$ cat src/rtl/uart_tx_fifo.sv
// uart_tx_fifo: first-word-fall-through byte FIFO feeding the UART TX controller.
// Optional sticky overflow flag: define UART_TX_FIFO_STICKY_OVF_EN.
module uart_tx_fifo #(
  parameter int DATA_WIDTH   = 8,
  parameter int DEPTH_LOG2   = 4,
  parameter int AFULL_THRESH = 12
) (
  input  logic                  Clk,
  input  logic                  Resetn,
  input  logic                  wr_en,
  input  logic [DATA_WIDTH-1:0] wr_data,
  input  logic                  rd_ready,
`ifdef UART_TX_FIFO_STICKY_OVF_EN
  input  logic                  ovf_clr,
  output logic                  ovf_sticky,
`endif
  output logic                  rd_valid,
  output logic [DATA_WIDTH-1:0] rd_data,
  output logic                  full,
  output logic                  empty,
  output logic                  almost_full,
  output logic [DEPTH_LOG2:0]   level,
  output logic                  overflow
);

  localparam int DEPTH = 1 << DEPTH_LOG2;
  localparam int LW    = DEPTH_LOG2 + 1;

  localparam logic [LW-1:0] LVL_FULL = LW'(DEPTH);
  localparam logic [LW-1:0] LVL_AF   = LW'(AFULL_THRESH);

  logic [DATA_WIDTH-1:0] mem [DEPTH];
  logic [DEPTH_LOG2-1:0] wr_ptr;
  logic [DEPTH_LOG2-1:0] rd_ptr;
  logic [LW-1:0]         level_nxt;
  logic                  push;
  logic                  pop;
  logic                  drop;

  assign pop     = rd_valid && rd_ready;
  assign push    = wr_en && (!full || pop);
  assign drop    = wr_en && full && !pop;
  assign rd_data = mem[rd_ptr];

  always_comb begin
    level_nxt = level;
    unique case ({push, pop})
      2'b10:   level_nxt = level + LW'(1);
      2'b01:   level_nxt = level - LW'(1);
      default: level_nxt = level;
    endcase
  end

  always_ff @(posedge Clk) begin
    if (push) mem[wr_ptr] <= wr_data;
  end

  // Flags come from level_nxt so they move in the same cycle as level.
  always_ff @(posedge Clk or negedge Resetn) begin
    if (!Resetn) begin
      wr_ptr      <= '0;
      rd_ptr      <= '0;
      level       <= '0;
      rd_valid    <= 1'b0;
      empty       <= 1'b1;
      full        <= 1'b0;
      almost_full <= 1'b0;
      overflow    <= 1'b0;
    end else begin
      if (push) wr_ptr <= wr_ptr + 1'b1;
      if (pop)  rd_ptr <= rd_ptr + 1'b1;
      level       <= level_nxt;
      rd_valid    <= (level_nxt != '0);
      empty       <= (level_nxt == '0);
      full        <= (level_nxt == LVL_FULL);
      almost_full <= (level_nxt >= LVL_AF);
      overflow    <= drop;
    end
  end

`ifdef UART_TX_FIFO_STICKY_OVF_EN
  always_ff @(posedge Clk or negedge Resetn) begin
    if (!Resetn)      ovf_sticky <= 1'b0;
    else if (drop)    ovf_sticky <= 1'b1;
    else if (ovf_clr) ovf_sticky <= 1'b0;
  end
`endif

endmodule

$ cat config.mk
export PLATFORM = sky130hd
export DESIGN_NAME = uart_tx_fifo
export DESIGN_NICKNAME = d
export VERILOG_FILES = /design/src/rtl/uart_tx_fifo.sv
export SDC_FILE = /design/constraint.sdc
export NUM_CORES = 1
export LEC_CHECK = 0
export CORE_ASPECT_RATIO = 1.2
export CORE_MARGIN = 4
export CORE_UTILIZATION = 30
export CTS_CLUSTER_DIAMETER = 200
export DETAILED_ROUTE_END_ITERATION = 7
export MAX_ROUTING_LAYER = met4
export PLACE_DENSITY = 0.45
export SYNTH_ARGS = -nofsm -noshare
export SYNTH_HDL_FRONTEND = slang
export SYNTH_SLANG_ARGS = --single-unit
$ cat constraint.sdc
create_clock -name Clk -period 7.5 [get_ports Clk]
set_clock_uncertainty 0.1 [all_clocks]
set_input_delay 1.5 -clock Clk [delete_from_list [all_inputs] [get_ports Clk]]
set_output_delay 1.5 -clock Clk [all_outputs]
set_load 0.02 [all_outputs]
# Word-level counts from Yosys, hierarchy flattened
# Memory sizes are Yosys's and may differ from the RTL's.
# Index checks and enable logic that the tools add are counted.
[word_totals] output_inout_bits=18 in_bits=12 register_bits=18 mem_count=1 ram_bits=128
[op_classes] reduce_logical=9 n_addsub=4 n_mux=3 order_cmp=1 n_eq_ne=3
[memory_table] name="mem" words=16 width=8 read_ports=1 rd_ports_with_merged_regs=0 write_ports=1 line_no="32" rtl="logic [DATA_WIDTH-1:0] mem [DEPTH];"
[op_table] cell="case mux 5 bit (2 select lines)" n=1
[op_table] cell="adder 4 x 1 -> 4 bit, second input constant" n=2
[op_table] cell="adder 5 x 1 -> 5 bit, second input constant" n=1
[op_table] cell="== test 5 bit, second input constant" n=1
[op_table] cell="greater-or-equal comparator 5 x 4 -> 1 bit, second input constant" n=1
[op_table] cell="zero test 5 bit" n=1
[op_table] cell="nonzero test 5 bit" n=1
[op_table] cell="subtractor 5 x 1 -> 5 bit, second input constant" n=1
[op_table] cell="logical AND 1 bit" n=4
[op_table] cell="== test 2 x 1 -> 1 bit, second input constant" n=1
[op_table] cell="== test 2 bit, second input constant" n=1
[op_table] cell="zero test 1 bit" n=2
[op_table] cell="two-way mux 1 bit" n=2
[op_table] cell="logical OR 1 bit" n=1

# Longest topological paths before layout
# Gate-level depths: netlist of the first run.
[depth] word_depth=6 depth_mapped=12 depth_no_buf=11

# Worst setup path before layout of the first run
# Ideal clock, no wire load.
[synth_path] path_type="input to register" start="input port rd_ready" end="register rd_valid" stages=12 t_arrival_ps=3792 path_buffers=1 slack_ps=3484 setup_time_ps=124 path_cell_list="nand2_1 > a21boi_1 > inv_1 > ha_1 > buf_2 > xor2_1 > ha_1 > a21oi_1 > mux2i_1 > xor2_1 > o311ai_1 > or2_1"
[synth_between] elab_chain_len=6
[synth_rtl] item="from (decl)" line_no="12" rtl="input logic rd_ready,"
[synth_rtl] item="logical AND 1 bit (*)" line_no="40" rtl="assign pop = rd_valid && rd_ready;"
[synth_rtl] item="logical OR 1 bit" line_no="41" rtl="assign push = wr_en && (!full || pop);"
[synth_rtl] item="logical AND 1 bit" line_no="41"
[synth_rtl] item="== test 2 x 1 -> 1 bit or == test 2 bit (tied branches)" line_no="47" rtl="unique case ({push, pop})"
[synth_rtl] item="case mux 5 bit (2 select lines) (*)" line_no="47"
[synth_rtl] item="nonzero test 5 bit (*)" line_no="73" rtl="rd_valid <= (level_nxt != '0);"
[synth_rtl] item="to (signal assigned)" line_no="73"
[synth_rtl] item="to (decl)" line_no="17" rtl="output logic rd_valid,"
# Every way passes the cells marked *; elsewhere a longest branch is shown, timed or not.
# A chain may end at the register's enable or synchronous reset.

# Final worst setup path of the first run
[layout_path] start="register rd_ptr[0]" end="output port rd_data[6]"
[layout_between] elab_chain_len=1
[layout_rtl] item="from (decl)" line_no="34" rtl="logic [DEPTH_LOG2-1:0] rd_ptr;"
[layout_rtl] item="from (signal assigned)" line_no="71" rtl="if (pop) rd_ptr <= rd_ptr + 1'b1;"
[layout_rtl] item="memory read (16 x 8 bit)"
[layout_rtl] item="to (decl)" line_no="18" rtl="output logic [DATA_WIDTH-1:0] rd_data,"
# Every way passes these cells.

==> results of run 1 <==
-- state kept, by name, summed over array words and instances (netlist names) --
signal	flops
mem	128
level	5
rd_ptr	4
wr_ptr	4
almost_full	1
empty	1
full	1
overflow	1
rd_valid	1
-- metrics by stage --
stage / util / total power, mW / instances / hold WS [ns]
2_1_floorplan: - / 1.68 / 290 / 0.473
3_3_place_gp: 0.335 / 1.99 / 572 / 0.458
3_5_place_dp: 0.335 / 1.99 / 572 / 0.445
4_1_cts: 0.365 / 2.82 / 603 / 0.464
5_1_grt: 0.365 / 2.92 / 603 / 0.484
6_report: 0.365 / 2.78 / 603 / 0.456
-- routing by layer --
metal,GRT usage,vias up,share of wire
met1,0.160,1464,0.42
met4,0.0540,0,0.020
met5,-,-,0
met2,0.198,71,0.51
met3,0.0278,21,0.050
li1,-,1273,-
-- worst min-delay path by stage --
stage	from	to	slack [ns]
after global placement	full	overflow	0.46
after detailed placement	full	overflow	0.44
after global routing	full	overflow	0.48
final	full	overflow	0.46
after floorplan	wr_ptr[1]	wr_ptr[3]	0.47
after CTS	full	overflow	0.46
-- worst register-to-register path, stage by stage, from the launching register on --
cell and delay (ns):
dfrtp_1 0.37, nand2_1 0.12, a21boi_1 0.54, inv_1 0.14
ha_1 0.36, xor2_1 0.21, ha_1 0.24, a21oi_1 0.16
mux2i_1 0.23, xor2_1 0.21, o311ai_1 0.17, or2_1 0.24
-- area by class of cell --
| class | count | share of cell area |
|---|---|---|
| inverter | 6 | 0.00315 |
| tap | 261 | 0.0457 |
| sequential | 146 | 0.601 |
| clock buffer | 18 | 0.0600 |
| clock inverter | 13 | 0.0199 |
| timing repair buffer | 38 | 0.0500 |
| multi-input combinational | 121 | 0.220 |
-- power breakdown --
| part | total [mW] | switching [mW] | internal (mW) |
|---|---|---|---|
| combinational | 0.802 | 0.380 | 0.422 |
| clock | 0.823 | 0.308 | 0.514 |
| sequential | 1.15 | 0.153 | 1.00 |
-- logic make-up after synthesis --
group,after synthesis,synth area share
compound gates,18,0.0213
xor+xnor,10,0.0146
fa+ha+maj,8,0.0167
buf+inv,23,0.0209
flops,146,0.716
mux,43,0.174
simple gates,42,0.0361
-- layout by cell type (no fill, tap or decap), types with 3 or more instances in the layout --
| cell type | instances |
|---|---|
| xnor2_1 | 8 |
| o21ai_0 | 3 |
| buf_4 | 9 |
| nand2_1 | 8 |
| inv_1 | 6 |
| ha_1 | 8 |
| dfrtp_1 | 16 |
| bufinv_16 | 3 |
| clkbuf_16 | 17 |
| clkinv_1 | 5 |
| mux4_2 | 10 |
| edfxtp_1 | 128 |
| clkdlybuf4s50_1 | 29 |
| a21oi_1 | 4 |
| nor3_1 | 4 |
| mux4_1 | 30 |
| nor2_1 | 14 |
==> results.tsv, run 1 <==
metric	value	unit
design.final.nets	350	
path_max_fanout	35	
cts_setup_buffers	0	
cp_slowest_stage_delay	1.12	ns
critPathBufInv	1	
pwr_density_cell	388	nW/um^2
crit_chain	mux4_1, mux4_2, clkdlybuf4s50_1	
synthDistinctLibCells	42	
setup_ws	2.56	ns
timing.reg2reg.setup_slack	4.31	ns
finalMaxSlewViolations	0	
power.leakage	2.42	nW
count_of_filler_cells_inserted_in_the_layout	1854	
number_of_design_rule_violations_left_by_the_first_detailed_router_iteration	215	
syn_avg_cell_area	20.7	um^2
cts_buffer_depth	2	
cts_root_buf	clkbuf_16	
synth_commonest_cells	128 x edfxtp_1, 30 x mux4_1, 17 x dfrtp_1	
critPathTopFamily	multiplexers	
drt_wirelength	12.9	mm
synth_top_cell_area_share	0.641	
area_growth	19.3	%
timing.critical_path.to_type	output port	
synth_ff_type	edfxtp_1	
number_of_global_route_vias_before_repair	2978	
drtAntennaViolNets	0	
placement.setup.worst_slack	2.68	ns
synth.cell_area	6000	um^2
finalHoldViolCount	0	
detail_route.drc_violations	0	
cts_tree	built	
worstRegToRegCells	11	
tns	0	ns
critical_path_cell_count	3	
max-cap-violations	0	
synthCells	290	
floorplan.initialDensity	0.306	
dpl_cell_area	6580	um^2
grt_start_max_net_pins	36	
count_of_flip_flops_with_a_built_in_enable_after_synthesis	128	
register_cell_area_after_layout	4300	um^2
timing.critical_path.to	rd_data[6]	
startpoint	rd_ptr[0]	
cts-hold-fix-buffers	0	
ys.warnings.count	0	
dieWidth	137	um
worstSetupPathType	reg2out	
ys_seq_elements	146	
period_minus_slack	4.94	ns
grt_first_pass_wirelength	19.1	mm
clkSinkCount	146	
ys_top_cells_by_area	edfxtp_1 64%, mux4_1 13%, dfrtp_1 7.1%	
firstDrtPassIters	6	
regToRegEndpoint	rd_valid	
postSynthNetCount	310	
critPathLaunchType	flip-flop	
floorplan.die.height	163	um
hp-class	reg2reg	
antenna_violations_before_repair	0	
fmax	0.202	GHz
boundaryPins	30	
fp-row-count	56	
status	complete, no violations	
htreeDepth	4	
critPathSlowestCell	dfrtp_2	
period_share	0.658	
place.detailed.hpwl	7.51	mm
floorplan.die_area	22300	um^2
track_usage	0.127	
layout-drive-gt1-share	0.146	
avgViaCountPerCell	4.69	
cp.required	5.90	ns
max-slew-margin-rel	0.211	
cts_made_buffers	17	
grt_setup_unrepaired	no	
core_footprint	19600	um^2
area_of_the_multi_input_gates	1580	um^2
final_setup_violation_count	0	
dominant_cell_by_count_in_the_synthesized_netlist	edfxtp_1	
port-buffer-count	29	
ir_drop	0.000259	V
global_route.overflow_total	0	
slew_worst_pin	1.18	ns
worst_setup_hold_path_clk_slew	0.06	ns
number_of_cells_upsized_or_downsized_after_cts	0	
avgRoutedWirePerCell	21.4	um
rr_startpoint	rd_valid	
clock_latency	0.41	ns
rd_place_congestion	0.711	
n_antenna_cell	0	
dr_total_vias	2829	
synth_sequential_area_ratio	0.716	
worst_hold_path.num_cells	1	
final_cell_area	7150	um^2
ys_async_sr_fraction	0.123	
synthDominantAreaCellType	edfxtp_1	
critPathArrivalTime	3.34	ns
(Power assumes the default switching activity.)
==> run 2: changes to the inputs <==
Clock period 7.5 ns to 4.66 ns, I/O delays scaled along.
==> results.tsv, run 2 (synthesis results as in run 1) <==
metric	value	unit	change
cp.required	3.63	ns	-2.27 ns
cts-hold-fix-buffers	0		unchanged
boundaryPins	30		unchanged
pwr_density_cell	636	nW/um^2	+64%
place.detailed.hpwl	7.92	mm	+5.4%
number_of_cells_upsized_or_downsized_after_cts	0		unchanged
drtAntennaViolNets	0		unchanged
cts_root_buf	clkbuf_16		
timing.critical_path.to_type	output port		
numPlacedInstances	582		+1.7%
finalHoldViolCount	0		unchanged
number_of_global_route_vias_before_repair	2904		-2.5%
dieWidth	137	um	unchanged
register_cell_area_after_layout	4300	um^2	unchanged
floorplan.initialDensity	0.306		unchanged
status	complete, no violations		
max-cap-violations	0		unchanged
detail_route.drc_violations	0		unchanged
commonest_non_fill_non_tap_cell_in_the_layout	edfxtp_1		
antenna_violations_before_repair	0		unchanged
design.final.nets	360		+2.9%
fmax	0.244	GHz	
wl_met1	5.94	mm	+9.4%
final_setup_violation_count	0		unchanged
layout-drive-gt1-share	0.184		+0.0379
port-buffer-count	29		unchanged
met2WireLength	6.41	mm	-2.4%
firstDrtPassIters	4		-2
biggestRegsByFlops	mem (128), level (5)		
clkSinkCount	146		unchanged
clock_latency	0.42	ns	about the same
worstSetupPathType	reg2out		
cts_tree	built		
fp-row-count	56		unchanged
cts_made_buffers	17		unchanged
area_of_the_multi_input_gates	1580	um^2	unchanged
power.leakage	2.51	nW	+3.6%
period_share	0.879		
path_max_fanout	22		-37%
avgRoutedWirePerCell	21.2	um	-1.1%
largest_register_ff_count	128		unchanged
critPathArrivalTime	3.06	ns	-0.28 ns
cts_setup_buffers	0		unchanged
number_of_design_rule_violations_left_by_the_first_detailed_router_iteration	201		-6.5%
floorplan.die_area	22300	um^2	unchanged
floorplan.die.height	163	um	unchanged
dr_total_vias	2877		+1.7%
grt_start_max_net_pins	36		unchanged
finalMaxSlewViolations	0		unchanged
htreeDepth	4		unchanged
drt_wirelength	13.0	mm	+0.70%
track_usage	0.127		+0.000563
core_footprint	19600	um^2	unchanged
n_antenna_cell	0		unchanged
worst_setup_hold_path_clk_slew	0.06	ns	about the same
ir_drop	0.000257	V	-0.56%
global_route.overflow_total	0		unchanged
dr_wl_met3	463	um	-29%
routed.top_layer	met4		
hp-class	reg2reg		
slew_worst_pin	0.820	ns	-0.359 ns
cts_buffer_depth	2		unchanged
grt_first_pass_wirelength	19.3	mm	+0.75%
rd_place_congestion	0.713		+0.30%
tns	0	ns	unchanged
max-slew-margin-rel	0.451		+0.241
mostFrequentLayoutCells	128 x edfxtp_1, 30 x mux4_1, 29 x clkdlybuf4s50_1, 18 x buf_4, 17 x clkbuf_16		
critPathLaunchType	flip-flop		
avgViaCountPerCell	4.69		-0.13%
count_of_filler_cells_inserted_in_the_layout	1837		-0.92%
area_growth	21.9	%	
grt_setup_unrepaired	no		
final_cells	614		+1.8%
largest_register	mem		
period_minus_slack	4.10	ns	
run 2: cell types whose count changed in the layout (fill, tap and decap cells not counted), sizes merged:
cell      before  now
buf            9   19
bufinv         3    5
clkinv         7    6
clkinvlp       2    3
inv            7    6
run 2: path summary, 6_finish.rpt:
path / cells past startpoint / from / to / slack [ns]
max reg2reg: 12 / rd_valid / rd_valid / 1.82
max: 4 / rd_ptr[0] / rd_data[6] / 0.56
min reg2reg: 1 / full / overflow / 0.47
min in group asynchronous: 1 / Resetn / level[0] / 0.88
min: 1 / full / overflow / 0.47
max in group asynchronous: 1 / Resetn / rd_ptr[0] / 3.01
run 2: area by class of cell:
class	count	area share
multi-input combinational	121	0.216
inverter	6	0.00308
clock buffer	18	0.0587
sequential	146	0.588
timing repair buffer	48	0.0609
clock inverter	14	0.0291
tap	261	0.0447
run 2: critical path, stage by stage, from the launching register on:
cell	delay [ns]
dfrtp_2	0.66
buf_12	0.27
mux4_1	0.61
mux4_2	0.51
clkdlybuf4s50_1	0.57
run 2: power breakdown:
group	switching (mW)	leakage (nW)	internal, mW
Sequential	0.192	1.36	1.61
Combinational	0.663	0.840	0.707
Clock	0.530	0.304	0.947
Total	1.39	2.51	3.26
run 2: stage by stage:
stage / setup WS (ns) / hold slack, ns / utilization / cell area [um^2] / power [mW]
after global placement: 0.820 / 0.454 / 0.340 / 6670 / 3.23
final: 0.564 / 0.469 / 0.373 / 7310 / 4.65
after CTS: 0.506 / 0.474 / 0.373 / 7310 / 4.72
after floorplan: 1.21 / 0.473 / - / 6000 / 2.70
after global routing: 0.466 / 0.506 / 0.373 / 7310 / 4.88
after detailed placement: 0.790 / 0.440 / 0.340 / 6670 / 3.24
run 2: per-layer routing:
| metal | vias to the layer above | track usage |
|---|---|---|
| li1 | 1299 | - |
| met1 | 1496 | 0.170 |
| met2 | 65 | 0.193 |
| met3 | 17 | 0.0290 |
| met4 | 0 | 0.0449 |
| met5 | - | - |
